$ cat config.mk
export PLATFORM = sky130hd
export DESIGN_NAME = fp_div
export DESIGN_NICKNAME = d
export VERILOG_FILES = /design/src/rtl/fp_div.sv
export SDC_FILE = /design/constraint.sdc
export NUM_CORES = 1
export LEC_CHECK = 0
export CAP_MARGIN = 25
export CORE_UTILIZATION = 30
export CTS_CLUSTER_DIAMETER = 200
export CTS_CLUSTER_SIZE = 24
export DETAILED_ROUTE_END_ITERATION = 6
export GPL_TIMING_DRIVEN = 0
export PLACE_DENSITY = 0.44
export REMOVE_ABC_BUFFERS = 1
export SKIP_CTS_REPAIR_TIMING = 1
export SYNTH_ARGS = -nofsm -noshare
export SYNTH_HDL_FRONTEND = slang
export SYNTH_SLANG_ARGS = --single-unit
$ cat constraint.sdc
create_clock -name clk -period 4.2 [get_ports clk]
set_clock_uncertainty 0.05 [all_clocks]
set_input_delay 0.63 -clock clk [delete_from_list [all_inputs] [get_ports clk]]
set_output_delay 0.63 -clock clk [all_outputs]
set_load 0.005 [all_outputs]
$ cat src/rtl/fp_div.sv
// Multi-cycle IEEE-754 single-precision divider.
// Restoring mantissa division, guard-bit rounding, flag outputs.
module fp_div (
  input  logic        clk,
  input  logic        rst,
  input  logic        start,
  input  logic [31:0] A,
  input  logic [31:0] B,
  output logic        done,
  output logic [31:0] Q,
  output logic        OF,
  output logic        UF,
  output logic        NanF,
  output logic        InfF,
  output logic        DNF,
  output logic        ZF,
  output logic        DZF
);

  typedef enum logic [2:0] {
    S_IDLE,
    S_CLASS,
    S_DIV,
    S_NORM,
    S_ROUND,
    S_PACK,
    S_DONE
  } state_t;

  state_t             r_st;
  logic [31:0]        r_a;
  logic [31:0]        r_b;
  logic               r_s;
  logic signed [9:0]  r_e;
  logic [23:0]        r_mb;
  logic [25:0]        r_rem;
  logic [25:0]        r_q;
  logic [24:0]        r_m;
  logic               r_g;
  logic [4:0]         r_cnt;
  logic               r_spec;
  logic               r_nan;
  logic               r_inf;
  logic               r_dz;
  logic               r_z;
  logic               r_dnf;
  logic               r_done;
  logic [31:0]        r_qo;
  logic               r_of;
  logic               r_uf;
  logic               r_nanf;
  logic               r_inff;
  logic               r_dnff;
  logic               r_zf;
  logic               r_dzf;

  logic [7:0]  w_ea;
  logic [7:0]  w_eb;
  logic [22:0] w_fa;
  logic [22:0] w_fb;
  logic        w_a_nan;
  logic        w_b_nan;
  logic        w_a_inf;
  logic        w_b_inf;
  logic        w_a_zero;
  logic        w_b_zero;
  logic        w_dn;
  logic        w_nan;
  logic        w_ge;
  logic [24:0] w_rsub;
  logic [24:0] w_mr;

  assign w_ea     = r_a[30:23];
  assign w_eb     = r_b[30:23];
  assign w_fa     = r_a[22:0];
  assign w_fb     = r_b[22:0];
  assign w_a_nan  = (w_ea == 8'hFF) && (w_fa != 23'd0);
  assign w_b_nan  = (w_eb == 8'hFF) && (w_fb != 23'd0);
  assign w_a_inf  = (w_ea == 8'hFF) && (w_fa == 23'd0);
  assign w_b_inf  = (w_eb == 8'hFF) && (w_fb == 23'd0);
  // Denormal operands are flushed to zero.
  assign w_a_zero = (w_ea == 8'h00);
  assign w_b_zero = (w_eb == 8'h00);
  assign w_dn     = (w_a_zero && (w_fa != 23'd0))
                 || (w_b_zero && (w_fb != 23'd0));
  assign w_nan    = w_a_nan || w_b_nan
                 || (w_a_zero && w_b_zero)
                 || (w_a_inf && w_b_inf);

  assign w_ge   = (r_rem >= {2'b00, r_mb});
  assign w_rsub = w_ge ? 25'(r_rem - {2'b00, r_mb})
                       : r_rem[24:0];
  assign w_mr   = r_m + {24'd0, r_g};

  always_ff @(posedge clk or negedge rst) begin
    if (!rst) begin
      r_st   <= S_IDLE;
      r_a    <= '0;
      r_b    <= '0;
      r_s    <= 1'b0;
      r_e    <= '0;
      r_mb   <= '0;
      r_rem  <= '0;
      r_q    <= '0;
      r_m    <= '0;
      r_g    <= 1'b0;
      r_cnt  <= '0;
      r_spec <= 1'b0;
      r_nan  <= 1'b0;
      r_inf  <= 1'b0;
      r_dz   <= 1'b0;
      r_z    <= 1'b0;
      r_dnf  <= 1'b0;
      r_done <= 1'b0;
      r_qo   <= '0;
      r_of   <= 1'b0;
      r_uf   <= 1'b0;
      r_nanf <= 1'b0;
      r_inff <= 1'b0;
      r_dnff <= 1'b0;
      r_zf   <= 1'b0;
      r_dzf  <= 1'b0;
    end else begin
      r_done <= 1'b0;
      unique case (r_st)
        S_IDLE: begin
          if (start) begin
            r_a  <= A;
            r_b  <= B;
            r_st <= S_CLASS;
          end
        end
        S_CLASS: begin
          r_s    <= r_a[31] ^ r_b[31];
          r_dnf  <= w_dn;
          r_spec <= 1'b1;
          r_nan  <= 1'b0;
          r_inf  <= 1'b0;
          r_dz   <= 1'b0;
          r_z    <= 1'b0;
          r_st   <= S_PACK;
          if (w_nan) begin
            r_nan <= 1'b1;
          end else if (w_a_inf) begin
            r_inf <= 1'b1;
          end else if (w_b_zero) begin
            r_inf <= 1'b1;
            r_dz  <= 1'b1;
          end else if (w_a_zero || w_b_inf) begin
            r_z <= 1'b1;
          end else begin
            r_spec <= 1'b0;
            r_rem  <= {3'b001, w_fa};
            r_mb   <= {1'b1, w_fb};
            r_q    <= '0;
            r_cnt  <= '0;
            r_e    <= $signed({2'b00, w_ea})
                    - $signed({2'b00, w_eb})
                    + 10'sd127;
            r_st   <= S_DIV;
          end
        end
        S_DIV: begin
          r_q   <= {r_q[24:0], w_ge};
          r_rem <= {w_rsub, 1'b0};
          r_cnt <= r_cnt + 5'd1;
          if (r_cnt == 5'd25)
            r_st <= S_NORM;
        end
        S_NORM: begin
          if (r_q[25]) begin
            r_m <= {1'b0, r_q[25:2]};
            r_g <= r_q[1];
          end else begin
            r_m <= {1'b0, r_q[24:1]};
            r_g <= r_q[0];
            r_e <= r_e - 10'sd1;
          end
          r_st <= S_ROUND;
        end
        S_ROUND: begin
          if (w_mr[24]) begin
            r_m <= {1'b0, w_mr[24:1]};
            r_e <= r_e + 10'sd1;
          end else begin
            r_m <= w_mr;
          end
          r_st <= S_PACK;
        end
        S_PACK: begin
          r_done <= 1'b1;
          r_st   <= S_DONE;
          r_dnff <= r_dnf;
          r_nanf <= r_nan;
          r_inff <= r_inf;
          r_dzf  <= r_dz;
          r_zf   <= r_z;
          r_of   <= 1'b0;
          r_uf   <= 1'b0;
          if (r_spec) begin
            r_qo <= {r_s,
                     (r_nan || r_inf) ? 8'hFF : 8'h00,
                     r_nan ? 23'h7FFFFF : 23'd0};
          end else if (r_e >= 10'sd255) begin
            r_qo <= {r_s, 8'hFF, 23'd0};
            r_of <= 1'b1;
          end else if (r_e <= 10'sd0) begin
            r_qo <= {r_s, 31'd0};
            r_uf <= 1'b1;
          end else begin
            r_qo <= {r_s, r_e[7:0], r_m[22:0]};
          end
        end
        S_DONE: r_st <= S_IDLE;
        default: r_st <= S_IDLE;
      endcase
    end
  end

  assign done = r_done;
  assign Q    = r_qo;
  assign OF   = r_of;
  assign UF   = r_uf;
  assign NanF = r_nanf;
  assign InfF = r_inff;
  assign DNF  = r_dnff;
  assign ZF   = r_zf;
  assign DZF  = r_dzf;

endmodule
==> results.md, run 1 <==
Clocking:
- The buffer cell driving the clock tree root is sky130_fd_sc_hd__clkbuf_16.
- The number of buffers created by CTS is 13.
- The maximum number of buffers from clock root to sink is 3.
- In this run the number of H-tree levels came out at 1.
- The TritonCTS clock tree is yes.
- Clock tree synthesis found a total of 230 sinks.
- The clock transition at the register clock pins on the worst setup and hold paths after CTS is 0.11 ns.
- At the later pin of the worst-skew pair, clock insertion delay measures 0.50 ns.

Detailed routing:
- The ratio of routed vias to standard cells is 5.112.
- The routed length on met1 is 16040 um.
- The count of nets left with antenna violations once routing finished came out at 0.
- The mean routed wirelength per cell is 17.18 um.
- The total routed wirelength is 32270 um.
- The routed length on met3 is 695 um.
- In this run, the number of DRC markers left after iteration 0 of detailed routing was 504.
- The overall via count from detail_route is 9606.
- The highest layer used for signal routing is met4.
- The number of iterations in the first detailed-routing pass is 7.
- In the detailed route, the total length drawn on met2 is 15120 um.
- For this run, design rule violations remaining after detail routing come to 8.

Worst setup path:
- Data arrives at the worst endpoint at 3.82 ns.
- The largest single stage delay on the critical path is 0.46 ns.
- The type of the setup path with the least slack is reg2reg.
- The cell with the largest stage delay on the worst path is sky130_fd_sc_hd__nand2_1.
- The critical-path maximum fanout is 12.
- The cell seen most often among critical-path stages is sky130_fd_sc_hd__nand2_1.
- STA puts the critical path data required time at 4.51 ns.
- STA classifies the critical path startpoint as a flip-flop.
- The register-to-register setup slack is 0.69 ns.
- The critical path goes through inv_1 > ha_1 > inv_1 > fa_1 > a21oi_1 > o211ai_1 > nand4_1 > nand2_1 > o2111ai_1 > nand2_1 > buf_8 > nand2_1 > o221ai_1.
- The element type at the critical path end is a flip-flop.

Yosys:
- The number of warnings reported in the yosys synthesis log is 0.
- After technology mapping, the gate count stands at 1287.
- The share of the Yosys chip area taken by registers is 45.90%.
- The post-synth design cell area is 0.01254 sq mm.
- The most frequently used cell type in the post-synthesis netlist is sky130_fd_sc_hd__dfrtp_1.
- For this run, the leading register cell type out of synthesis is sky130_fd_sc_hd__dfrtp_1.
- The fraction of post-synthesis cell area in the top cell type by area is 45.90%.
- The share of flip-flops with an asynchronous set or reset after synthesis is 100.0%.
- The number of enable-type register cells in the synthesized netlist is 0.
- The cell type contributing the most total cell area after synthesis is sky130_fd_sc_hd__dfrtp_1.
- The netlist uses 73 different library cells.
- The synthesized design contains 230 register bits.
- In the synthesized netlist, the cells that appear most often are sky130_fd_sc_hd__dfrtp_1 (230), sky130_fd_sc_hd__nand2_1 (165), sky130_fd_sc_hd__o21ai_0 (100).
- Sorting the synthesized cells by area gives the leading types as sky130_fd_sc_hd__dfrtp_1 (46%), sky130_fd_sc_hd__mux2_2 (5.3%), sky130_fd_sc_hd__nand2_1 (4.9%), sky130_fd_sc_hd__ha_1 (4.6%), sky130_fd_sc_hd__o21ai_0 (4.0%).
- Dividing the synthesized area by the synthesized cell count gives 9.743 sq um.

Power and ir drop:
- The static leakage power is 6.043 nW.
- The power per cell area is 789.0 mW/mm^2.
- The worst-case IR drop observed on VDD is 0.3065 mV.

STA:
- Setup repair after global routing left no endpoint under its margin.
- Once routing completed, OpenROAD measured the worst setup slack at 0.6867 ns.
- For the pin with the worst max-slew slack, the measured transition is 0.9288 ns.
- The highest attainable clock frequency is 284.6 MHz.
- The number of endpoints failing setup at the final stage is 0.
- The count of pins over their slew limit is 0.
- The final count of hold timing violations is 0.
- The worst-case headroom to the max-slew limit is 37.71%.
- The final worst hold slack is 0.4322 ns.
- The minimum period implied by the final worst setup slack is 3.513 ns.
- Dividing the final minimum period by the clock period gives 83.65%.

Floorplan:
- The starting density of the core is 30.57%.
- For this design the top-level I/O count stands at 107.
- The die covers 0.04262 sq mm.
- The die is 206.4 um wide.
- The site row count is 74.
- The total area inside the core boundary comes to 0.04102 sq mm.
- The floorplan step set the die height to 206.4 um.

Placement:
- Input and output buffers added on the ports amount to 106.
- In this run, placement finished with an instance count of 1863.
- The post-place instance area is 0.01422 sq mm.
- The total half-perimeter wirelength after legalization and detailed placement is 23240 um.
- Prior to clock tree synthesis, the placed netlist has a worst setup slack of 0.7001 ns.
- The routability-driven placement congestion ratio is 0.8136.

Run status:
- The final reports fail on design-rule violations.
- The run finished, with violations left.

Job:
- Max-cap violations in this run came to 0.

Global route:
- After global routing the overflow that remains totals 0.
- The global-route wire length before repair is 52940 um.
- Entering global routing, the biggest net connects 105 pins.
- The number of antenna violations at the first check in global routing is 0.
- Global routing used 15.40% of the available tracks.
- The via count of the first global-routing pass is 9481.

Finish:
- The number of antenna diodes in the final layout is 0.
- The number of nets at the end of the flow is 1463.
- Summing all non-filler instances in the final layout gives an area of 0.01460 sq mm.
- The post-route netlist has 8.315% of its cells at a drive strength greater than 1.
- The finished layout holds 1879 standard cells, fillers aside.
- The synthesis-to-finish area growth is 16.40%.

Hold path:
- The path class of the tightest hold or removal check is reg2reg.
## layer usage
layer | vias up | global-route usage, %
met3 | 18 | 1.577
met2 | 111 | 25.30
li1 | 4813 | -
met4 | 0 | 2.547
met5 | - | 0
met1 | 4664 | 22.03
## kinds of logic after synthesis
| group | after synthesis | synth area share (%) |
|---|---|---|
| adder cells (fa/ha/maj) | 49 | 4.999 |
| AO/OA/AOI/OAI | 354 | 18.88 |
| AND/OR/NAND/NOR | 380 | 14.11 |
| multiplexers | 100 | 8.571 |
| flip-flops | 230 | 45.90 |
| buffers and inverters | 125 | 4.121 |
| XOR/XNOR | 49 | 3.422 |
## per-stage QoR
stage	TNS (ns)	util (%)	power [mW]
2_1_floorplan	-88.79	-	8.367
3_3_place_gp	-2269.40	34.00	10.10
3_5_place_dp	0	34.67	10.26
4_1_cts	0	35.50	11.67
5_1_grt	0	35.59	12.61
6_report	0	35.59	11.52
## worst max-delay path: cells and delay by family (launching register included)
| family | cells | cell delay (ns) |
|---|---|---|
| AOI/OAI and AO/OA | 4 | 0.87 |
| adders and majority gates | 2 | 0.57 |
| buffers and inverters | 3 | 0.48 |
| DFF | 1 | 0.38 |
| and+or+nand+nor | 4 | 1.01 |
## placed cells by master (no fill, tap or decap), drive strengths merged, types with 19 or more instances in the layout
cell type      netlist  layout
dfrtp              230     230
mux2i               41      41
a22oi               21      21
mux2                59      59
ha                  46      46
o21ai              117     117
xnor2               24      24
nor3                19      19
clkdlybuf4s50        0     105
a221o               34      34
nand3               25      25
nand2              165     165
inv                 52      53
a21oi               61      61
nor2                82      82
xor2                25      25
## final cells by class
cell class              instances  area [sq um]
fillers                      4194         26420
multi-input cells             932          6294
flip-flops and latches        230          5756
repair buffers                119          1350
well taps                     532         665.6
clock buffers                  13         325.3
inverters                      52         195.2
clock inverters                 1         11.26
## final timing paths
kind / startpoint / end / depth (start not counted)
max reg2reg: r_rem[0] / r_rem[24] / 13
min reg2reg: r_dnf / DNF / 2
min: r_dnf / DNF / 2
max: r_rem[0] / r_rem[24] / 13
min in group asynchronous: rst / r_b[2] / 2
max in group asynchronous: rst / Q[5] / 3
## report_power, final
group	switching (mW)	internal, mW	total [mW]
combinational	3.54	2.88	6.43
clock	0.762	0.567	1.33
sequential	0.733	3.03	3.76
total	5.04	6.48	11.5
## state kept, by name (all words and copies together) (netlist names), 3 cells and up
name and flops:
r_cnt 5, r_st 3, r_q 26, r_a 32, Q 32, r_e 10, r_mb 24, r_m 24
r_rem 26, r_b 32
Power figures use the tool's default switching activity.
==> run 2, diff against run 1 <==
--- a/config.mk
+++ b/config.mk
@@ -11,7 +11,7 @@
 export CTS_CLUSTER_SIZE = 24
 export DETAILED_ROUTE_END_ITERATION = 6
 export GPL_TIMING_DRIVEN = 0
-export PLACE_DENSITY = 0.44
+export PLACE_DENSITY = 0.46
 export REMOVE_ABC_BUFFERS = 1
 export SKIP_CTS_REPAIR_TIMING = 1
 export SYNTH_ARGS = -nofsm -noshare
==> constraint.sdc (replaced) <==
create_clock -name clk -period 2.8 [get_ports clk]
set_clock_uncertainty 0.05 [all_clocks]
set_input_delay 0.42 -clock clk [delete_from_list [all_inputs] [get_ports clk]]
set_output_delay 0.42 -clock clk [all_outputs]
set_load 0.005 [all_outputs]
==> run 2 against run 1 <==
The flow finishes with violations (design-rule violations, negative setup slack). Sequential power rose by 52%. Core utilization rose by 2.0 points. Worst setup slack got worse by 0.80 ns. Wire length increased by 3.0%. Register-to-register slack got worse by 0.80 ns. Combinational power is 73% higher. Critical path type unchanged. Critical endpoint is now r_e[9]. Die area unchanged. Cell count up 2.4%.
==> results.md, run 2 (synthesis gave the netlist of run 1 again) <==
Worst setup path:
- The register-to-register setup slack is -0.11 ns (was 0.69 ns).
- The required time at the endpoint of the critical path came to 3.14 ns (was 4.51 ns).
- The maximum single-stage delay on the critical path was 0.46 ns (about the same).
- The critical path arrival is 3.25 ns (was 3.82 ns).
- The cell with the largest stage delay on the worst path is sky130_fd_sc_hd__dfrtp_2 (was sky130_fd_sc_hd__nand2_1).
- The element type at the critical path end is a flip-flop (unchanged).
- The worst setup path startpoint is r_st[1] (was r_rem[0]).
- The critical-path maximum fanout came to 6 (was 12).
- The startpoint of the lowest-slack register-to-register path is r_st[1] (was r_rem[0]).
- The critical path buffer and inverter count was 4 (was 3).
- Worst path cell trace: nand2b_4 > nor2_4 > buf_12 > clkinvlp_4 > buf_4 > buf_6 > ha_4 > or3_1 > o211ai_1 > o21ai_2 > a211oi_2 > a41oi_2 > o22a_1 (was inv_1 > ha_1 > inv_1 > fa_1 > a21oi_1 > o211ai_1 > nand4_1 > nand2_1 > o2111ai_1 > nand2_1 > buf_8 > nand2_1 > o221ai_1).
- The type of the setup path with the least slack is reg2reg (unchanged).
- The family with the most delay on the worst path is compound AO/OA/AOI/OAI gates (was simple AND/OR/NAND/NOR gates).
- The kind of start point of the critical path was a flip-flop (unchanged).

Finish:
- The number of nets at the end of the flow is 1509 (was 1463).
- The fraction of final layout cells sized beyond drive strength 1 is 15.36% (was 8.315%).
- The layout filler cell count is 4129 (was 4194).
- The register cell area after layout came to 0.005757 sq mm (was 0.005756 sq mm).
- The number of standard cells in the final layout excluding fillers is 1925 (was 1879).
- The final antenna diode count is 0 (unchanged).
- Most frequent cells in the layout: sky130_fd_sc_hd__dfrtp_1 (229), sky130_fd_sc_hd__nand2_1 (158), sky130_fd_sc_hd__clkdlybuf4s50_1 (105) (was sky130_fd_sc_hd__dfrtp_1 (230), sky130_fd_sc_hd__nand2_1 (164), sky130_fd_sc_hd__clkdlybuf4s50_1 (105)).
- The multi-input logic area came to 0.006729 sq mm (was 0.006294 sq mm).
- The area of all placed cells without fillers was 0.01541 sq mm (was 0.01460 sq mm).
- The most frequent standard cell in the layout excluding fill and tap cells is sky130_fd_sc_hd__dfrtp_1 (unchanged).
- The synthesis-to-finish area growth is 22.89% (was 16.40%).

Placement:
- The port buffer count was 106 (unchanged).
- The routability-driven placement congestion ratio is 0.8152 (was 0.8136).
- The number of placed instances with taps included is 1862 (was 1863).
- The total half-perimeter wirelength after legalization and detailed placement came to 23010 um (was 23240 um).
- The post-place instance area is 0.01419 sq mm (was 0.01422 sq mm).

Global route:
- The most used routing layer in global routing was met2 (unchanged).
- The global routing met2 resource utilization came to 25.54% (was 25.30%).
- The aggregate global-route resource usage was 15.35% (was 15.40%).
- The met1 capacity usage during global routing was 21.55% (was 22.03%).
- The global-route congestion overflow total is 0 (unchanged).
- The global routing met3 resource utilization was 1.593% (was 1.577%).
- The via count of the first global-routing pass is 9569 (was 9481).
- The number of antenna violations at the first check in global routing came to 0 (unchanged).
- The global-route wire length before repair is 52980 um (was 52940 um).
- The pin count of the biggest net entering global routing came to 86 (was 105).

Floorplan:
- The overall die height is 206.4 um (unchanged).
- The die outline width is 206.4 um (unchanged).
- The core area was 0.04102 sq mm (unchanged).
- The site row count came to 74 (unchanged).
- The number of ports placed on the die boundary is 107 (unchanged).
- The starting density of the core came to 30.57% (unchanged).
- The die area is 0.04262 sq mm (unchanged).

Power and ir drop:
- The clock network fraction of design power is 10.6% (was 11.5%).
- The sequential cell fraction of total power was 30.4% (was 32.7%).
- The net load switching power is 8.161 mW (was 5.039 mW).
- The peak ir drop on the vdd network is 0.4634 mV (was 0.3065 mV).
- The static leakage power is 6.330 nW (was 6.043 nW).
- The switching fraction of total power was 43.48% (was 43.75%).
- The power per cell area is 1218 mW/mm^2 (was 789.0 mW/mm^2).
- The internal power summed over all cells is 10.61 mW (was 6.478 mW).
- The combinational share of power is 58.9% (was 55.8%).

STA:
- The actual slew at the worst max-slew pin is 0.9903 ns (was 0.9288 ns).
- The final worst hold slack is 0.4271 ns (was 0.4322 ns).
- The final count of hold timing violations was 0 (unchanged).
- The least setup slack across all paths after layout was -0.1111 ns (was 0.6867 ns).
- The count of pins over their slew limit came to 0 (unchanged).
- The worst-case headroom to the max-slew limit is 33.98% (was 37.71%).
- The highest attainable clock frequency is 343.5 MHz (was 284.6 MHz).
- The minimum period implied by the final worst setup slack is 2.911 ns (was 3.513 ns).
- The final critical-path share of the clock period is 104.0% (was 83.65%).
- Setup repair after global routing missed its margin: true (was false).
- The number of endpoints failing setup at the final stage is 5 (was 0).
- The final total negative setup slack was -0.3127 ns (was 0 ns).

Job:
- The number of max-cap violations is 0 (unchanged).

Clocking:
- The maximum number of buffers from clock root to sink was 3 (unchanged).
- The number of levels in the clock H-tree is 1 (unchanged).
- The clock transition at the register clock pins on the worst setup and hold paths after CTS is 0.11 ns (about the same).
- The number of buffers created by CTS came to 13 (unchanged).
- The number of sinks handled by clock tree synthesis is 230 (unchanged).
- The clock latency of the later-clocked register in the worst-skew pair is 0.49 ns (was 0.50 ns).
- The buffer cell driving the clock tree root was sky130_fd_sc_hd__clkbuf_16 (unchanged).
- The TritonCTS clock tree is yes (unchanged).

Detailed routing:
- The number of iterations in the first detailed-routing pass came to 7 (unchanged).
- The overall via count from detail_route is 9867 (was 9606).
- The ratio of routed vias to standard cells was 5.126 (was 5.112).
- The DRC violation count after routing is 8 (unchanged).
- The number of antenna-violating nets in the routed design came to 0 (unchanged).
- The mean routed wirelength per cell came to 17.26 um (was 17.18 um).
- The number of violations reported at the end of detailed-routing iteration 0 was 509 (was 504).
- The total routed wirelength is 33230 um (was 32270 um).

Run status:
- Violated checks: design-rule violations, negative setup slack (was design-rule violations).
- Status: complete, but fails checks (unchanged).

Hold path:
- The worst hold path class was reg2reg (unchanged).
- The worst min-delay path startpoint is InfF (was r_dnf).
[run 2: path summary, 6_finish.rpt]
check                      endpoint  cells past startpoint
max in group asynchronous      Q[2]                      3
hold / removal                 InfF                      2
setup / recovery             r_e[9]                     13
setup reg to reg             r_e[9]                     13
min in group asynchronous   r_b[16]                      2
hold reg to reg                InfF                      2
[run 2: layout make-up]
cell class | count | area share (%)
Timing Repair Buffer | 161 | 11.15
Inverter | 52 | 1.291
Multi-Input combinational cell | 935 | 43.67
Sequential cell | 230 | 37.36
Clock buffer | 13 | 2.111
Clock inverter | 1 | 0.07308
Tap cell | 532 | 4.320
Timing Repair inverter | 1 | 0.03248
[run 2: layer usage]
metal | wire length, um | up-vias
met4 | 420 | 0
met1 | 15890 | 4809
met2 | 15920 | 137
met5 | 0 | -
met3 | 998 | 18
li1 | - | 4903
[run 2: tightest hold or removal path, stage by stage (launching register included)]
cell                      delay [ns]
sky130_fd_sc_hd__dfrtp_1        0.35
sky130_fd_sc_hd__nand2_1        0.05
sky130_fd_sc_hd__nand2_1        0.05
[run 2: power groups by stage]
stage	clock (mW)	combinational, mW	sequential (mW)
detailed placement	0	9.60	5.71
global placement	0	9.29	5.69
global route	2.21	12.3	5.91
CTS	2.12	9.66	5.65
finish	1.99	11.1	5.71
floorplan	0	7.22	5.33
[run 2: stage by stage]
stage / util, % / setup slack (ns) / total power [mW]
3_5_place_dp: 34.60 / -0.9097 / 15.32
2_1_floorplan: - / -2.653 / 12.55
6_report: 37.57 / -0.1111 / 18.77
5_1_grt: 37.57 / -0.2861 / 20.43
3_3_place_gp: 34.00 / -9.280 / 14.98
4_1_cts: 35.42 / -0.9302 / 17.42
==> run 3, diff against run 2 <==
==> constraint.sdc (replaced) <==
create_clock -name clk -period 2.8 [get_ports clk]
set_clock_uncertainty 0.05 [all_clocks]
set_input_delay 0.42 -clock clk [delete_from_list [all_inputs] [get_ports clk]]
set_output_delay 0.42 -clock clk [all_outputs]
set_load 0.05 [all_outputs]
==> results of run 3 <==
The final DEF is identical to that of run 2. Status: complete, but fails checks: design-rule violations, negative setup slack.
Main changes from that run: total power 18.77 mW -> 19.17 mW
